## src/rtl/mux_sel_pkg.sv

```systemverilog
//==============================================================================
// Module      : mux_sel_pkg
// Description : Shared types, defaults and helpers for the mux select arbiter.
// Revision    : 1.0 - initial release
//==============================================================================
`default_nettype none

package mux_sel_pkg;

    // Arbiter FSM states
    typedef enum logic [0:0] {
        IDLE  = 1'b0,
        GRANT = 1'b1
    } state_t;

    // Default channel count (matches the 4:1 mux) and burst cap
    localparam int NUM_CH_DEF    = 4;
    localparam int MAX_BURST_DEF = 4;

    // Index of the set bit in a one-hot vector (highest set bit if not one-hot)
    function automatic int unsigned onehot_to_idx(input logic [31:0] oh);
        int unsigned idx;
        idx = 0;
        for (int i = 0; i < 32; i++) begin
            if (oh[i]) idx = i;
        end
        return idx;
    endfunction

endpackage

`default_nettype wire

```

## src/rtl/mux_sel_arbiter_rr_pick.sv

```systemverilog
//==============================================================================
// Module      : rr_pick
// Description : Combinational rotating-priority finder. Scans req starting at
//               index 'start' and wrapping modulo NUM_CH; reports the first
//               set bit found.
// Revision    : 1.0 - initial release
//==============================================================================
`default_nettype none

module rr_pick
    import mux_sel_pkg::*;
#(
    parameter int NUM_CH = NUM_CH_DEF,
    parameter int SEL_W  = $clog2(NUM_CH)
) (
    input  logic [NUM_CH-1:0] req,
    input  logic [SEL_W-1:0]  start,
    output logic              found,
    output logic [SEL_W-1:0]  idx
);

    logic [SEL_W-1:0] cand;

    // Walk the channels in rotated order; NUM_CH is a power of two so the
    // SEL_W-bit addition wraps naturally.
    always_comb begin
        found = 1'b0;
        idx   = start;
        cand  = '0;
        for (int k = 0; k < NUM_CH; k++) begin
            cand = start + SEL_W'(k);
            if (!found && req[cand]) begin
                found = 1'b1;
                idx   = cand;
            end
        end
    end

endmodule

`default_nettype wire

```

## src/rtl/mux_sel_arbiter.sv

```systemverilog
//==============================================================================
// Module      : mux_sel_arbiter
// Description : Round-robin arbiter producing a registered one-hot grant and a
//               binary select for a NUM_CH:1 mux, with a per-owner burst cap.
// Revision    : 1.0 - initial release
//==============================================================================
`default_nettype none

module mux_sel_arbiter
    import mux_sel_pkg::*;
#(
    parameter int NUM_CH    = NUM_CH_DEF,
    parameter int SEL_W     = $clog2(NUM_CH),
    parameter int MAX_BURST = MAX_BURST_DEF
) (
    input  logic                           clk,
    input  logic                           rst_n,
    input  logic [NUM_CH-1:0]              req,
    output logic [SEL_W-1:0]               sel,
    output logic [NUM_CH-1:0]              gnt,
    output logic                           gnt_valid,
    output logic [$clog2(MAX_BURST+1)-1:0] burst_cnt
);

    localparam int CNT_W = $clog2(MAX_BURST + 1);
    localparam logic [CNT_W-1:0] CNT_MAX = CNT_W'(MAX_BURST);
    localparam logic [CNT_W-1:0] CNT_ONE = CNT_W'(1);

    state_t             state, state_nx;
    logic [SEL_W-1:0]   ptr, ptr_nx;
    logic [SEL_W-1:0]   sel_nx;
    logic [NUM_CH-1:0]  gnt_nx;
    logic [CNT_W-1:0]   cnt_nx;
    logic               take;
    logic               own;
    logic [NUM_CH-1:0]  others;
    logic               found;
    logic [SEL_W-1:0]   pick_idx;
    logic [SEL_W-1:0]   start;

    // The owner is masked out so 'found' means "someone else is waiting".
    // ptr always equals the current owner while granted, so ptr+1 is also
    // the o+1 search origin used for rotation and handover.
    assign others = req & ~gnt;
    assign own    = |(req & gnt);
    assign start  = ptr + SEL_W'(1);

    rr_pick #(
        .NUM_CH (NUM_CH),
        .SEL_W  (SEL_W)
    ) u_pick (
        .req    (others),
        .start  (start),
        .found  (found),
        .idx    (pick_idx)
    );

    // Next-state and next-output decode
    always_comb begin
        state_nx = state;
        ptr_nx   = ptr;
        sel_nx   = sel;
        gnt_nx   = gnt;
        cnt_nx   = burst_cnt;
        take     = 1'b0;

        case (state)
            IDLE: begin
                if (found) take = 1'b1;
            end
            GRANT: begin
                if (own && (burst_cnt < CNT_MAX)) begin
                    cnt_nx = burst_cnt + CNT_ONE;
                end else if (own) begin
                    // Burst exhausted: rotate only if there is competition,
                    // otherwise restart the count and keep the grant.
                    if (found) take = 1'b1;
                    else       cnt_nx = CNT_ONE;
                end else if (found) begin
                    take = 1'b1;
                end else begin
                    // Release; sel keeps the last owner so the mux is stable
                    state_nx = IDLE;
                    gnt_nx   = '0;
                    cnt_nx   = '0;
                end
            end
            default: state_nx = IDLE;
        endcase

        if (take) begin
            gnt_nx           = '0;
            gnt_nx[pick_idx] = 1'b1;
            sel_nx           = pick_idx;
            ptr_nx           = pick_idx;
            cnt_nx           = CNT_ONE;
            state_nx         = GRANT;
        end
    end

    // State and registered outputs; reset leaves channel 0 highest priority
    always_ff @(posedge clk or negedge rst_n) begin
        if (!rst_n) begin
            state     <= IDLE;
            ptr       <= SEL_W'(NUM_CH - 1);
            sel       <= '0;
            gnt       <= '0;
            gnt_valid <= 1'b0;
            burst_cnt <= '0;
        end else begin
            state     <= state_nx;
            ptr       <= ptr_nx;
            sel       <= sel_nx;
            gnt       <= gnt_nx;
            gnt_valid <= |gnt_nx;
            burst_cnt <= cnt_nx;
        end
    end

endmodule

`default_nettype wire

```

## config.mk

```make
export PLATFORM = sky130hd
export DESIGN_NAME = mux_sel_arbiter
export DESIGN_NICKNAME = d
export VERILOG_FILES = /design/src/rtl/mux_sel_pkg.sv /design/src/rtl/mux_sel_arbiter_rr_pick.sv /design/src/rtl/mux_sel_arbiter.sv
export SDC_FILE = /design/constraint.sdc
export NUM_CORES = 1
export LEC_CHECK = 0
export ABC_AREA = 1
export ABC_CLOCK_PERIOD_IN_PS = 2100
export BUFFER_PORTS_ARGS = -buffer_cell sky130_fd_sc_hd__buf_2
export CORE_UTILIZATION = 49
export CTS_CLUSTER_SIZE = 10
export DETAILED_ROUTE_END_ITERATION = 16
export PLACE_DENSITY = 0.74
export SLEW_MARGIN = 20
export SYNTH_ARGS = -nofsm -noshare
export SYNTH_HDL_FRONTEND = slang
export SYNTH_HIERARCHICAL = 1
export SYNTH_SLANG_ARGS = --single-unit
```

## constraint.sdc

```tcl
create_clock -name clk -period 2.1 [get_ports clk]
set_input_delay 0.21 -clock clk [delete_from_list [all_inputs] [get_ports clk]]
set_output_delay 0.21 -clock clk [all_outputs]
set_load 0.05 [all_outputs]
```

**Word level (Yosys, flattened, before mapping)**

Index checks and enable logic that the tools add are counted.

- Register bits: 13
- Bits in latches: 0
- RAM bits: 0
- ROM bits: 0
- Bits of input ports: 6
- Output and inout bits: 10
- Word-level logic and storage cells: 70
- Memories kept: 0

- Add/subtract/negate cells: 5
- Multipliers: 0
- Divide/modulo/power cells: 0
- $lt $le $gt $ge: 7
- Equality and inequality tests: 1
- Shift operators: 0
- Multiplexer cells: 35
- Bitwise operators: 4
- Reduce and logical (&&, ||, !) cells: 12

Operator list:

| cell | number |
|---|---|
| 4-bit two-way mux | 5 |
| 3-bit two-way mux | 6 |
| 2-bit by 3-bit < comparator with 1-bit output, second input constant | 5 |
| 1-bit two-way mux | 15 |
| 4-bit bitwise AND | 2 |
| 1-bit binary-select mux with 2-bit select | 4 |
| 4-bit OR reduction | 2 |
| 2-bit two-way mux | 3 |
| 1-bit logical AND | 5 |
| 2-bit by 1-bit adder with 2-bit output, second input constant | 2 |
| 2-bit adder, second input constant | 2 |
| 4-bit inverter | 1 |
| 3-bit by 1-bit adder with 3-bit output, second input constant | 1 |
| 1-bit zero test | 3 |
| 3-bit < comparator, second input constant | 1 |
| 3-bit by 2-bit inequality test with 1-bit output, second input constant | 1 |
| 1-bit demux with 2-bit select | 1 |
| 2-bit by 1-bit greater-or-equal comparator with 1-bit output, second input constant | 1 |
| 1-bit one-hot mux with 2 select lines | 1 |
| 2-bit AND reduction | 1 |
| 2-bit nonzero test | 1 |
| 1-bit inverter | 1 |

**Longest topological paths before layout**

Gate-level depths: netlist of the first run.

- Depth in word-level cells: 20
- Depth in mapped cells: 18
- Gate-level depth less buffers: 18

**Modules after synthesis**

The synthesis of the first run kept the hierarchy.

By module, submodules not included:

| module | times used | cells an instance | area each (um^2) |
|---|---|---|---|
| mux_sel_arbiter | 1 | 78 | 638.1 |
| rr_pick | 1 | 63 | 282.8 |

**Least setup slack after synthesis of the first run**

OpenSTA, ideal clock, no wires.

- Path kind: register to register
- Start point: register ptr[1]
- End point: register gnt_valid
- Arrival: 2.127 ns
- Slack: -0.146 ns
- Cell stages (with the launch flop): 16
- Path buffers: 1
- Path through: dfstp_2 > xor2_1 > inv_2 > nand2_1 > nand2_2 > nand2_1 > nand2_2 > a21oi_2 > nand3b_1 > clkbuf_1 > inv_1 > nand3_1 > nand3_1 > nand2_2 > nor2_1 > nand2_1

- Word-level cells in the longest chain between the ends: 19
- Elaborated cells between the ends (all ways): 39
- Those cells by class: 4 x add/sub; 2 x order compare; 25 x mux; 8 x reduce/logical

Ends and longest elaborated chain:

| element | RTL line | text |
|---|---|---|
| from (decl) | mux_sel_arbiter.sv:30 | `logic [SEL_W-1:0] ptr, ptr_nx;` |
| from (signal assigned) | mux_sel_arbiter.sv:105 | `ptr <= SEL_W'(NUM_CH - 1);` |
| from (signal assigned) | mux_sel_arbiter.sv:112 | `ptr <= ptr_nx;` |
| 2-bit by 1-bit adder with 2-bit output (*) | mux_sel_arbiter.sv:46 | `assign start = ptr + SEL_W'(1);` |
| net start[1] | mux_sel_arbiter.sv:39 | `logic [SEL_W-1:0] start;` |
| parallel branches: the longest is 11 deep, another holds 2-bit by 1-bit adder with 2-bit output | n/a |  |
| 1-bit two-way mux (*) | mux_sel_arbiter_rr_pick.sv:32 | `if (!found && req[cand]) begin` |
| net found | mux_sel_arbiter.sv:37 | `logic found;` |
| 4-bit two-way mux | mux_sel_arbiter.sv:79 | `end else if (found) begin` |
| 4-bit two-way mux | mux_sel_arbiter.sv:74 | `end else if (own) begin` |
| 4-bit two-way mux | mux_sel_arbiter.sv:72 | `if (own && (burst_cnt < CNT_MAX)) begin` |
| 4-bit two-way mux | mux_sel_arbiter.sv:67 | `case (state)` |
| 4-bit two-way mux (*) | mux_sel_arbiter.sv:91 | `if (take) begin` |
| net gnt_nx[1] | mux_sel_arbiter.sv:32 | `logic [NUM_CH-1:0] gnt_nx;` |
| 4-bit OR reduction (*) | mux_sel_arbiter.sv:115 | `gnt_valid <= \|gnt_nx;` |
| to (signal assigned) | mux_sel_arbiter.sv:115 |  |
| to (decl) | mux_sel_arbiter.sv:21 | `output logic gnt_valid,` |

Mark *: on every way through the listed nets, which the timed path passes. The select of a mux whose other input is x is not followed.
A chain may end at the register's enable or synchronous reset.

**Worst setup path in the final report of the first run**

- Start point: register ptr[0]
- End point: register gnt_valid

- Word-level cells in the longest chain between the ends: 19
- Elaborated cells between the ends (all ways): 39
- Those cells by class: 4 x add/sub; 2 x order compare; 25 x mux; 8 x reduce/logical

Ends and longest elaborated chain:

| element | RTL line | text |
|---|---|---|
| 2-bit by 1-bit adder with 2-bit output (*) | mux_sel_arbiter.sv:46 |  |
| net start[0] | mux_sel_arbiter.sv:39 |  |
| parallel branches: the longest is 11 deep, another holds 2-bit by 1-bit adder with 2-bit output | n/a |  |
| 2-bit two-way mux (*) | mux_sel_arbiter_rr_pick.sv:32 |  |
| net pick_idx[1] | mux_sel_arbiter.sv:38 | `logic [SEL_W-1:0] pick_idx;` |
| 2-bit by 3-bit < comparator with 1-bit output (implied by the code) or 2-bit by 1-bit greater-or-equal comparator with 1-bit output (tied branches) | mux_sel_arbiter.sv:93 | `gnt_nx[pick_idx] = 1'b1;` |
| 1-bit logical AND (implied by the code) | mux_sel_arbiter.sv:93 |  |
| 1-bit two-way mux (implied by the code) | mux_sel_arbiter.sv:93 |  |
| 1-bit demux with 2-bit select (*) | mux_sel_arbiter.sv:93 |  |
| 4-bit two-way mux (*) | mux_sel_arbiter.sv:91 |  |
| net gnt_nx[0] | mux_sel_arbiter.sv:32 |  |
| 4-bit OR reduction (*) | mux_sel_arbiter.sv:115 |  |

Marked as above.

==> out/qor.txt, run 1 <==
Routed WL = 2350 um
Gr usage total = 0.248
Sequential fraction of the synthesis area = 0.356
Setup ws final = -0.124 ns
Minimum clock period = 2.22 ns
Kind of end point of the critical path = flip-flop
Min Hold Slack = 0.348 ns
Core footprint = 0.00175 mm^2
Skew final = 0.00991 ns
Die H = 45.4 um
Number of global-route vias before repair = 905
Ys Warns = 6
H-tree levels = 1
Final hold vios = 0
Initial core utilization = 0.528
Mapped Nets = 148
IO buf count = 15
Fillers = 139
Cell row count = 15
Reg clk slew, reported paths = 0.08 ns
Final period util = 1.06
Clk_lat worst skew = 0.27 ns
R2r endpoint = gnt_valid
First DRT Iteration DRCs = 45
Antenna violations before repair = 0
Routed vias/inst = 5.06
Die area = 0.00206 mm^2
Unique masters post-synth = 22
Worst hold path class = primary input to asynchronous set/reset pin
Via count = 1027
Rel. slew slack = 0.808
Share of layout cells above drive strength 1 = 0.438
CTS tree = yes
Deepest clock path buffer count = 2
Failing checks = setup timing
Area Overhead vs Synth = 43.3%
Crit-path max FO = 6
Final ANT Viol Nets = 0
Critical Path End = gnt_valid
Max Slew Vio Count = 0
CP required = 2.27 ns
Remaining Overflow, GRT = 0
Drt drc = 0
Outcome = complete, but fails checks
Dpl hpwl = 1650 um
Routability cong. = 0.830
Yosys reg bits = 13
Max-cap violations = 0
Final setup violating endpoints = 6
Clock buffer count from CTS = 3
Syn Area/Cell = 6.53 um^2
First-pass GRT wire length = 3630 um
Slew @ Worst Pin = 0.286 ns
Critical Path Start = ptr[0]
Worst setup SP type = flip-flop
CP arrival = 2.39 ns
I/O Pins = 16
Reg2Reg Depth = 16
R2R Path Start = ptr[0]
Drt wl/cell = 11.6 um
R2r setup slk = -0.12 ns
Die W = 45.4 um
Fmax = 450 MHz
Mapped Area = 921 um^2
Antenna cells = 0
Largest net degree at the start of global routing = 14
Setup CP Type = flip-flop to flip-flop
Unrepaired setup endpoints after global routing = true
Synth Instances = 141
Root Driver = clkbuf_4
CTS sink count = 13
TritonRoute pass-1 iters = 4
Final Net Count = 186
placed cells by master (no fill, tap or decap), drive strengths merged:
master	count
o22ai	1
clkbuf	4
nand2	63
a21oi	3
clkinvlp	3
inv	20
dfstp	2
nand3b	1
dlygate4sd3	1
nor2	11
dfrtp	11
nand3	12
ha	1
buf	32
o21ai	6
nand4	5
xor2	2
synthesized netlist by cell type (all sizes together):
cell type / count / share of area
nand2: 63 / 0.28
nor2: 11 / 0.045
inv: 21 / 0.086
a21oi: 3 / 0.020
nand3b: 1 / 0.0082
dfrtp: 11 / 0.30
nand3: 12 / 0.071
ha: 1 / 0.014
xor2: 2 / 0.019
clkbuf: 1 / 0.0041
o21ai: 6 / 0.045
o22ai: 1 / 0.0068
dfstp: 2 / 0.057
buf: 1 / 0.0082
nand4: 5 / 0.034
worst min-delay path by stage:
stage,slack [ns],to,startpoint
2_1_floorplan,-0.09,burst_cnt[0],rst_n
3_3_place_gp,0.10,burst_cnt[1],rst_n
3_5_place_dp,0.11,burst_cnt[1],rst_n
6_report,0.35,burst_cnt[2],rst_n
5_1_grt,0.36,state,rst_n
4_1_cts,0.34,burst_cnt[2],rst_n
worst max-delay path, stage by stage, from the launching register on:
cell and delay (ns):
dfstp_2 0.63, clkinvlp_4 0.22, buf_4 0.21, nand2_1 0.06, nand3_1 0.10, nand2_2 0.10
nand3_2 0.08, nand2_1 0.06, nand2_1 0.04, nand2_1 0.06, nand2_1 0.06, nand2_2 0.10
inv_1 0.06, nand4_1 0.10, nand2_1 0.07, nor2_1 0.11, nand2_1 0.06
per-layer routing:
| layer | track usage | vias to the layer above | part of all wire |
|---|---|---|---|
| li1 | - | 517 | - |
| met1 | 0.305 | 473 | 0.43 |
| met2 | 0.420 | 35 | 0.50 |
| met3 | 0.0640 | 2 | 0.061 |
| met4 | 0.0848 | 0 | 0.0060 |
| met5 | 0 | - | 0 |
stage by stage:
| step | setup WS [ns] | setup TNS [ns] | area (um^2) | util | cells |
|---|---|---|---|---|---|
| floorplan | 0.00334 | 0 | 941 | - | 141 |
| detailed placement | -0.148 | -0.291 | 1150 | 0.657 | 194 |
| finish | -0.124 | -0.329 | 1320 | 0.756 | 203 |
| global route | -0.306 | -1.86 | 1320 | 0.756 | 203 |
| global placement | -0.0886 | -0.0886 | 1150 | 0.657 | 194 |
| CTS | -0.0799 | -0.102 | 1280 | 0.733 | 203 |
logic make-up after synthesis:
family | Yosys count | share of synthesized area
AND/OR/NAND/NOR | 92 | 0.442
buffers and inverters | 23 | 0.0978
flip-flops | 13 | 0.356
AO/OA/AOI/OAI | 10 | 0.0720
XOR/XNOR | 2 | 0.0190
adder cells (fa/ha/maj) | 1 | 0.0136
timing repair:
action                                  CTS  global route
hold buffers                              1             0
cloned                                    2             0
hold endpoints to repair                 11             0
pin swaps                                 7             7
buffers inserted                          2             0
endpoints found under the setup margin    8            12
resized for setup                        19            14
state kept, by name, indices dropped and copies added (netlist names):
name / count
sel: 2
ptr: 2
gnt: 4
state: 1
gnt_valid: 1
burst_cnt: 3
final cells by class:
class | instances | area [um^2] | share of cell area
clock buffers | 4 | 26.3 | 0.0199
inverters | 21 | 85.1 | 0.0645
multi-input cells | 105 | 617 | 0.467
flip-flops and latches | 13 | 328 | 0.248
well taps | 25 | 31.3 | 0.0237
repair buffers | 33 | 220 | 0.167
repair inverters | 2 | 12.5 | 0.00948
Power of run 1 is not shown: default switching activity piles up to over one toggle a cycle in this logic, so the estimate is an artifact.
==> run 2: changes to the inputs <==
ABC_CLOCK_PERIOD_IN_PS = 2450   (was 2100)
CORE_UTILIZATION = 54   (was 49)
PLACE_DENSITY = 0.77   (was 0.74)
clock period = 2.45 ns   (was 2.1 ns; I/O delays follow)
==> run 2 against run 1 <==
The flow now finishes without violations. Clock-buffer cell count did not move. Non-clock buffer count fell by 11. Utilization fell by 4.0 points. Global-route usage rose by 0.96 points. Via count fell by 6.6%. Die area fell by 8.9%. First-iteration DRC count fell by 47%. Critical endpoint unchanged.
==> out/qor.txt, run 2 (same netlist as run 1, synthesis figures left out) <==
Outcome = completed
R2r endpoint = gnt_valid
Die W = 43.3 um (-4.5%)
Drt drc = 0 (unchanged)
IO buf count = 15 (unchanged)
Via count = 959 (-6.6%)
CTS tree = yes
Final setup violating endpoints = 0 (-6)
Cell area after layout = 0.00110 mm^2 (-16%)
Worst hold path class = primary input to asynchronous set/reset pin
Root Driver = clkbuf_4
Commonest non-fill, non-tap cells in the layout = 54 x nand2_1, 17 x inv_1, 16 x buf_2
Routability cong. = 0.928 (+12%)
Clk_lat worst skew = 0.27 ns (about the same)
CP required = 2.61 ns (+0.34 ns)
Max-cap violations = 0 (unchanged)
Commonest non-fill, non-tap cell in the layout = nand2_1
Largest registers = gnt x4, burst_cnt x3
Reg2Reg Depth = 14 (-2)
Post-Place Cell Area = 0.00102 mm^2 (-11%)
Deepest clock path buffer count = 2 (unchanged)
Antenna cells = 0 (unchanged)
Share of layout cells above drive strength 1 = 0.267 (-0.172)
Remaining Overflow, GRT = 0 (unchanged)
Clock buffer count from CTS = 3 (unchanged)
Rel. slew slack = 0.810 (+0.00118)
Routed WL = 2160 um (-7.9%)
Fmax = 448 MHz (-0.38%)
Setup TNS = 0 ns (+0.329 ns)
Flip-flop count of the largest register, all copies and words added = 4 (unchanged)
TritonRoute pass-1 iters = 4 (unchanged)
CTS sink count = 13 (unchanged)
Routed vias/inst = 5.30 (+4.7%)
Biggest register = gnt
Reg clk slew, reported paths = 0.08 ns (about the same)
Initial core utilization = 0.597 (+0.0698)
Final period util = 0.911 (-0.148)
First DRT Iteration DRCs = 24 (-47%)
Final hold vios = 0 (unchanged)
Setup ws final = 0.218 ns (+0.341 ns)
H-tree levels = 1 (unchanged)
Kind of end point of the critical path = flip-flop
First-pass GRT wire length = 3640 um (+0.19%)
Max Slew Vio Count = 0 (unchanged)
Gr usage total = 0.258 (+0.00963)
Die H = 43.3 um (-4.5%)
Largest net degree at the start of global routing = 14 (unchanged)
Slew @ Worst Pin = 0.284 ns (-0.00261 ns)
Cell row count = 14 (-1)
CP arrival = 2.39 ns (about the same)
Final Net Count = 173 (-7.0%)
Die area = 0.00187 mm^2 (-8.9%)
Drt wl/cell = 12.0 um (+3.3%)
Antenna violations before repair = 0 (unchanged)
R2R Path Start = ptr[0]
Dpl hpwl = 1680 um (+1.6%)
Skew final = 0.00656 ns (-0.00336 ns)
Area Overhead vs Synth = 19.8%
Minimum clock period = 2.23 ns (+0.00854 ns)
I/O Pins = 16 (unchanged)
Worst setup SP type = flip-flop
Unrepaired setup endpoints after global routing = false
Setup CP Type = flip-flop to flip-flop
DP Worst Slack = 0.210 ns (+0.358 ns)
R2r setup slk = 0.22 ns (+0.34 ns)
Crit-path max FO = 5 (-1)
Number of global-route vias before repair = 902 (-0.33%)
Final ANT Viol Nets = 0 (unchanged)
Core footprint = 0.00154 mm^2 (-12%)
run 2: changes by cell type in the layout (fill, tap and decap cells not counted), moves of 2 or more:
| cell | delta |
|---|---|
| buf_4 | -10 |
| buf_6 | -2 |
| nand3_2 | -6 |
| nor2_1 | +2 |
| nand2_2 | -9 |
| nand2_4 | -2 |
| nand3_1 | +6 |
| nand2_1 | +11 |
run 2: area by class of cell:
type	count	area [um^2]
multi-input combinational	105	517
clock buffer	4	26.3
fill	137	438
inverter	21	85.1
timing repair buffer	22	128
tap	16	20.0
sequential	13	328
run 2: how the worst max path moves through the flow:
stage                 from        end  slack [ns]  cells after the start
floorplan           ptr[1]  gnt_valid        0.20                     15
global placement    ptr[0]  gnt_valid        0.28                     14
detailed placement  ptr[0]  gnt_valid        0.21                     13
CTS                 ptr[0]  gnt_valid        0.15                     13
global route        ptr[0]  gnt_valid        0.04                     16
finish              ptr[0]  gnt_valid        0.22                     14
run 2: stage by stage:
step	hold slack [ns]	instances	utilization
CTS	0.387	177	0.685
global route	0.409	181	0.716
global placement	0.136	172	0.662
detailed placement	0.139	172	0.662
floorplan	-0.0506	141	-
finish	0.376	181	0.716
run 2: what timing repair did:
item / in CTS / in global routing
resized for setup: 0 / 6
endpoints found under the hold margin: 11 / 0
endpoints found under the setup margin: 0 / 1
hold buffers: 1 / 0
buffers inserted: 0 / 4
run 2: critical path, stage by stage (launching register included):
cell and delay [ns]:
dfstp_2 0.58, clkinvlp_4 0.15, buf_4 0.17, nand2_1 0.07, nand2_2 0.07, nand2_1 0.07, nand2_2 0.07, a21oi_2 0.17
nand3_2 0.12, o21ai_2 0.21, inv_1 0.09, nand4_1 0.11, nand2_1 0.09, nor2_1 0.10, nand2_1 0.06
run 2: metal layers:
metal	track usage	vias up	share of wire
met5	0	-	0
met4	0.0727	0	0.0060
met3	0.0255	2	0.018
met2	0.504	13	0.56
met1	0.286	454	0.41
li1	-	490	-
Power of run 2 is left out for the same reason.
==> run 3: changes to the inputs <==
ABC_AREA = not set   (was 1)
CORE_UTILIZATION = 52   (was 54)
PLACE_DENSITY = 0.76   (was 0.77)
SYNTH_HIERARCHICAL = not set   (was 1)
==> run 3 against run 2 <==
Maximum frequency grew 17%. Global-route usage is 3.9 points lower. Routed wire length fell by 29%. Critical endpoint unchanged.
==> out/qor.txt, run 3 <==
Outcome = completed
Biggest register = gnt
Clk_lat worst skew = 0.26 ns (about the same)
Slew @ Worst Pin = 0.473 ns (+0.189 ns)
Number of global-route vias before repair = 546 (-39%)
Routed vias/inst = 6.04 (+14%)
First DRT Iteration DRCs = 13 (-46%)
Worst setup SP type = flip-flop
CP required = 2.59 ns (-0.02 ns)
Top-count cell post-synth = dfrtp_1
Setup TNS = 0 ns (unchanged)
Number of flops mapped to enable cells by yosys = 0 (unchanged)
Synth Flop Type = dfrtp_1
Initial core utilization = 0.577 (-0.0205)
Unique masters post-synth = 33 (+50%)
Clock buffer count from CTS = 3 (unchanged)
Synth Area in Compound Gates = 0.280 (+0.208)
Commonest non-fill, non-tap cell in the layout = buf_2
Setup CP Type = flip-flop to flip-flop
Post-synthesis simple-gate area fraction = 0.233 (-0.209)
Sequential fraction of the synthesis area = 0.426 (+0.0700)
Routed WL = 1530 um (-29%)
Deepest clock path buffer count = 2 (unchanged)
CP Cell Sequence = a22oi_1 -> a32oi_1 -> o22a_1 -> or4b_1
Gr usage total = 0.219 (-0.0388)
Antenna violations before repair = 0 (unchanged)
Fmax = 524 MHz (+17%)
TritonRoute pass-1 iters = 4 (unchanged)
Syn Area/Cell = 9.87 um^2 (+51%)
CP arrival = 2.05 ns (-0.34 ns)
Commonest non-fill, non-tap cells in the layout = 15 x buf_2, 11 x dfrtp_1, 8 x nand2_1, 5 x o21ai_0
Max-cap violations = 0 (unchanged)
Crit-path slowest cell = or4b_1
Root Driver = clkbuf_4
Antenna cells = 0 (unchanged)
Drt drc = 0 (unchanged)
Ys Warns = 0 (-6)
Minimum clock period = 1.91 ns (-0.324 ns)
Final hold vios = 0 (unchanged)
Largest registers = gnt x4, burst_cnt x3
Share of layout cells above drive strength 1 = 0.298 (+0.0312)
Die W = 40.5 um (-6.5%)
Slowest cell delay on critical path = 0.49 ns (-0.09 ns)
Via count = 658 (-31%)
Drt wl/cell = 14.1 um (+18%)
Fillers = 104 (-24%)
Skew final = 0.000797 ns (-0.00576 ns)
Final Net Count = 102 (-41%)
Largest family of logic cells by synthesized area = compound AO/OA/AOI/OAI gates
Worst hold path class = primary input to asynchronous set/reset pin
Core footprint = 0.00133 mm^2 (-13%)
Kind of end point of the critical path = flip-flop
Area Overhead vs Synth = 13.8%
Leading cell types by count after synthesis = 11 x dfrtp_1, 8 x nand2_1, 5 x o21ai_0
Max Slew Vio Count = 0 (unchanged)
Post-CTS Setup Repair Bufs = 0 (unchanged)
Reg clk slew, reported paths = 0.07 ns (about the same)
Cell row count = 13 (-1)
Synth Instances = 78 (-45%)
Flip-flop count of the largest register, all copies and words added = 4 (unchanged)
H-tree levels = 1 (unchanged)
Remaining Overflow, GRT = 0 (unchanged)
Unrepaired setup endpoints after global routing = false
Routability cong. = 0.756 (-19%)
Post-synth top area share = 0.358 (+0.0588)
Area share of fa/ha/maj cells after synthesis = 0.0163 (+0.00267)
Final period util = 0.779 (-0.132)
Die area = 0.00164 mm^2 (-13%)
Die H = 40.5 um (-6.5%)
Storage cell area = 328 um^2 (unchanged)
Largest area contributor in the netlist = dfrtp_1
Rel. slew slack = 0.685 (-0.125)
IO buf count = 15 (unchanged)
Multi-input logic area = 407 um^2 (-21%)
I/O Pins = 16 (unchanged)
CTS tree = yes
Mapped Nets = 85 (-43%)
Dpl hpwl = 1180 um (-30%)
First-pass GRT wire length = 2280 um (-37%)
Largest net degree at the start of global routing = 14 (unchanged)
Final setup violating endpoints = 0 (unchanged)
Crit-path max FO = 5 (unchanged)
Post-synthesis async set-or-reset flop share = 1.00 (unchanged)
CTS sink count = 13 (unchanged)
Final ANT Viol Nets = 0 (unchanged)
Post-synthesis mux area share = 0 (unchanged)
Yosys reg bits = 13 (unchanged)
Top cells by area, synth = dfrtp_1 36%, dfstp_2 6.8%, nand2_1 3.9%, nand2b_4 3.6%, o221ai_1 3.4%
XOR/XNOR Fraction of Synth Area = 0 (-0.0190)
Mapped Area = 769 um^2 (-16%)
## run 3: cell types whose count changed after synthesis, sizes merged, moves of 3 or more
cell / before / now
nand2b: 0 / 5
a21oi: 3 / 6
nand4: 5 / 1
a21o: 0 / 3
nor2: 11 / 1
nand3: 12 / 4
inv: 21 / 3
o221ai: 0 / 3
nand2: 63 / 8
## run 3: final timing paths
check                             from         to  slack (ns)  cells after the start
min in group clk                req[2]      state        0.45                      4
worst min register to register  sel[1]     sel[1]        0.48                      1
max in group asynchronous        rst_n     ptr[0]        1.80                      2
worst min-delay path             rst_n     sel[1]        0.38                      2
worst max-delay path            gnt[3]  gnt_valid        0.54                      4
worst max register to register  gnt[3]  gnt_valid        0.54                      4
## run 3: layer usage
layer	vias to the layer above	track usage	share of wire
met5	-	0	0
met4	0	0.125	0.015
met3	4	0.0167	0.038
met2	19	0.345	0.44
met1	307	0.294	0.50
li1	328	-	-
## run 3: cell families after synthesis
| logic type | count (synthesis) |
|---|---|
| adder cells (fa/ha/maj) | 1 |
| buffers and inverters | 7 |
| flip-flops | 13 |
| AND/OR/NAND/NOR | 27 |
| AO/OA/AOI/OAI | 30 |
## run 3: layout make-up
cell class	instances	area share
clock buffer	4	0.0300
inverter	3	0.0129
multi-input combinational	58	0.464
sequential	13	0.374
tap	15	0.0214
timing repair buffer	16	0.0971
## run 3: metrics by stage
step | hold WS (ns) | cells | area (um^2) | worst slack (ns) | utilization
global placement | 0.133 | 104 | 840 | 0.599 | 0.629
floorplan | -0.0506 | 78 | 769 | 0.386 | -
global route | 0.404 | 109 | 876 | 0.402 | 0.657
detailed placement | 0.142 | 104 | 840 | 0.570 | 0.629
finish | 0.381 | 109 | 876 | 0.542 | 0.657
CTS | 0.387 | 109 | 876 | 0.542 | 0.657
## run 3: critical path, delay by kind of cell (launching register included)
| family | cells | cell delay (ns) |
|---|---|---|
| compound gates | 3 | 0.85 |
| simple gates | 1 | 0.49 |
| flops | 1 | 0.44 |
## run 3: repair_timing
item                      4_1_cts  5_1_grt
hold buffers                    1        0
gates resized for setup         0        0
hold endpoints to repair       11        0
Power of run 3 is left out for the same reason.
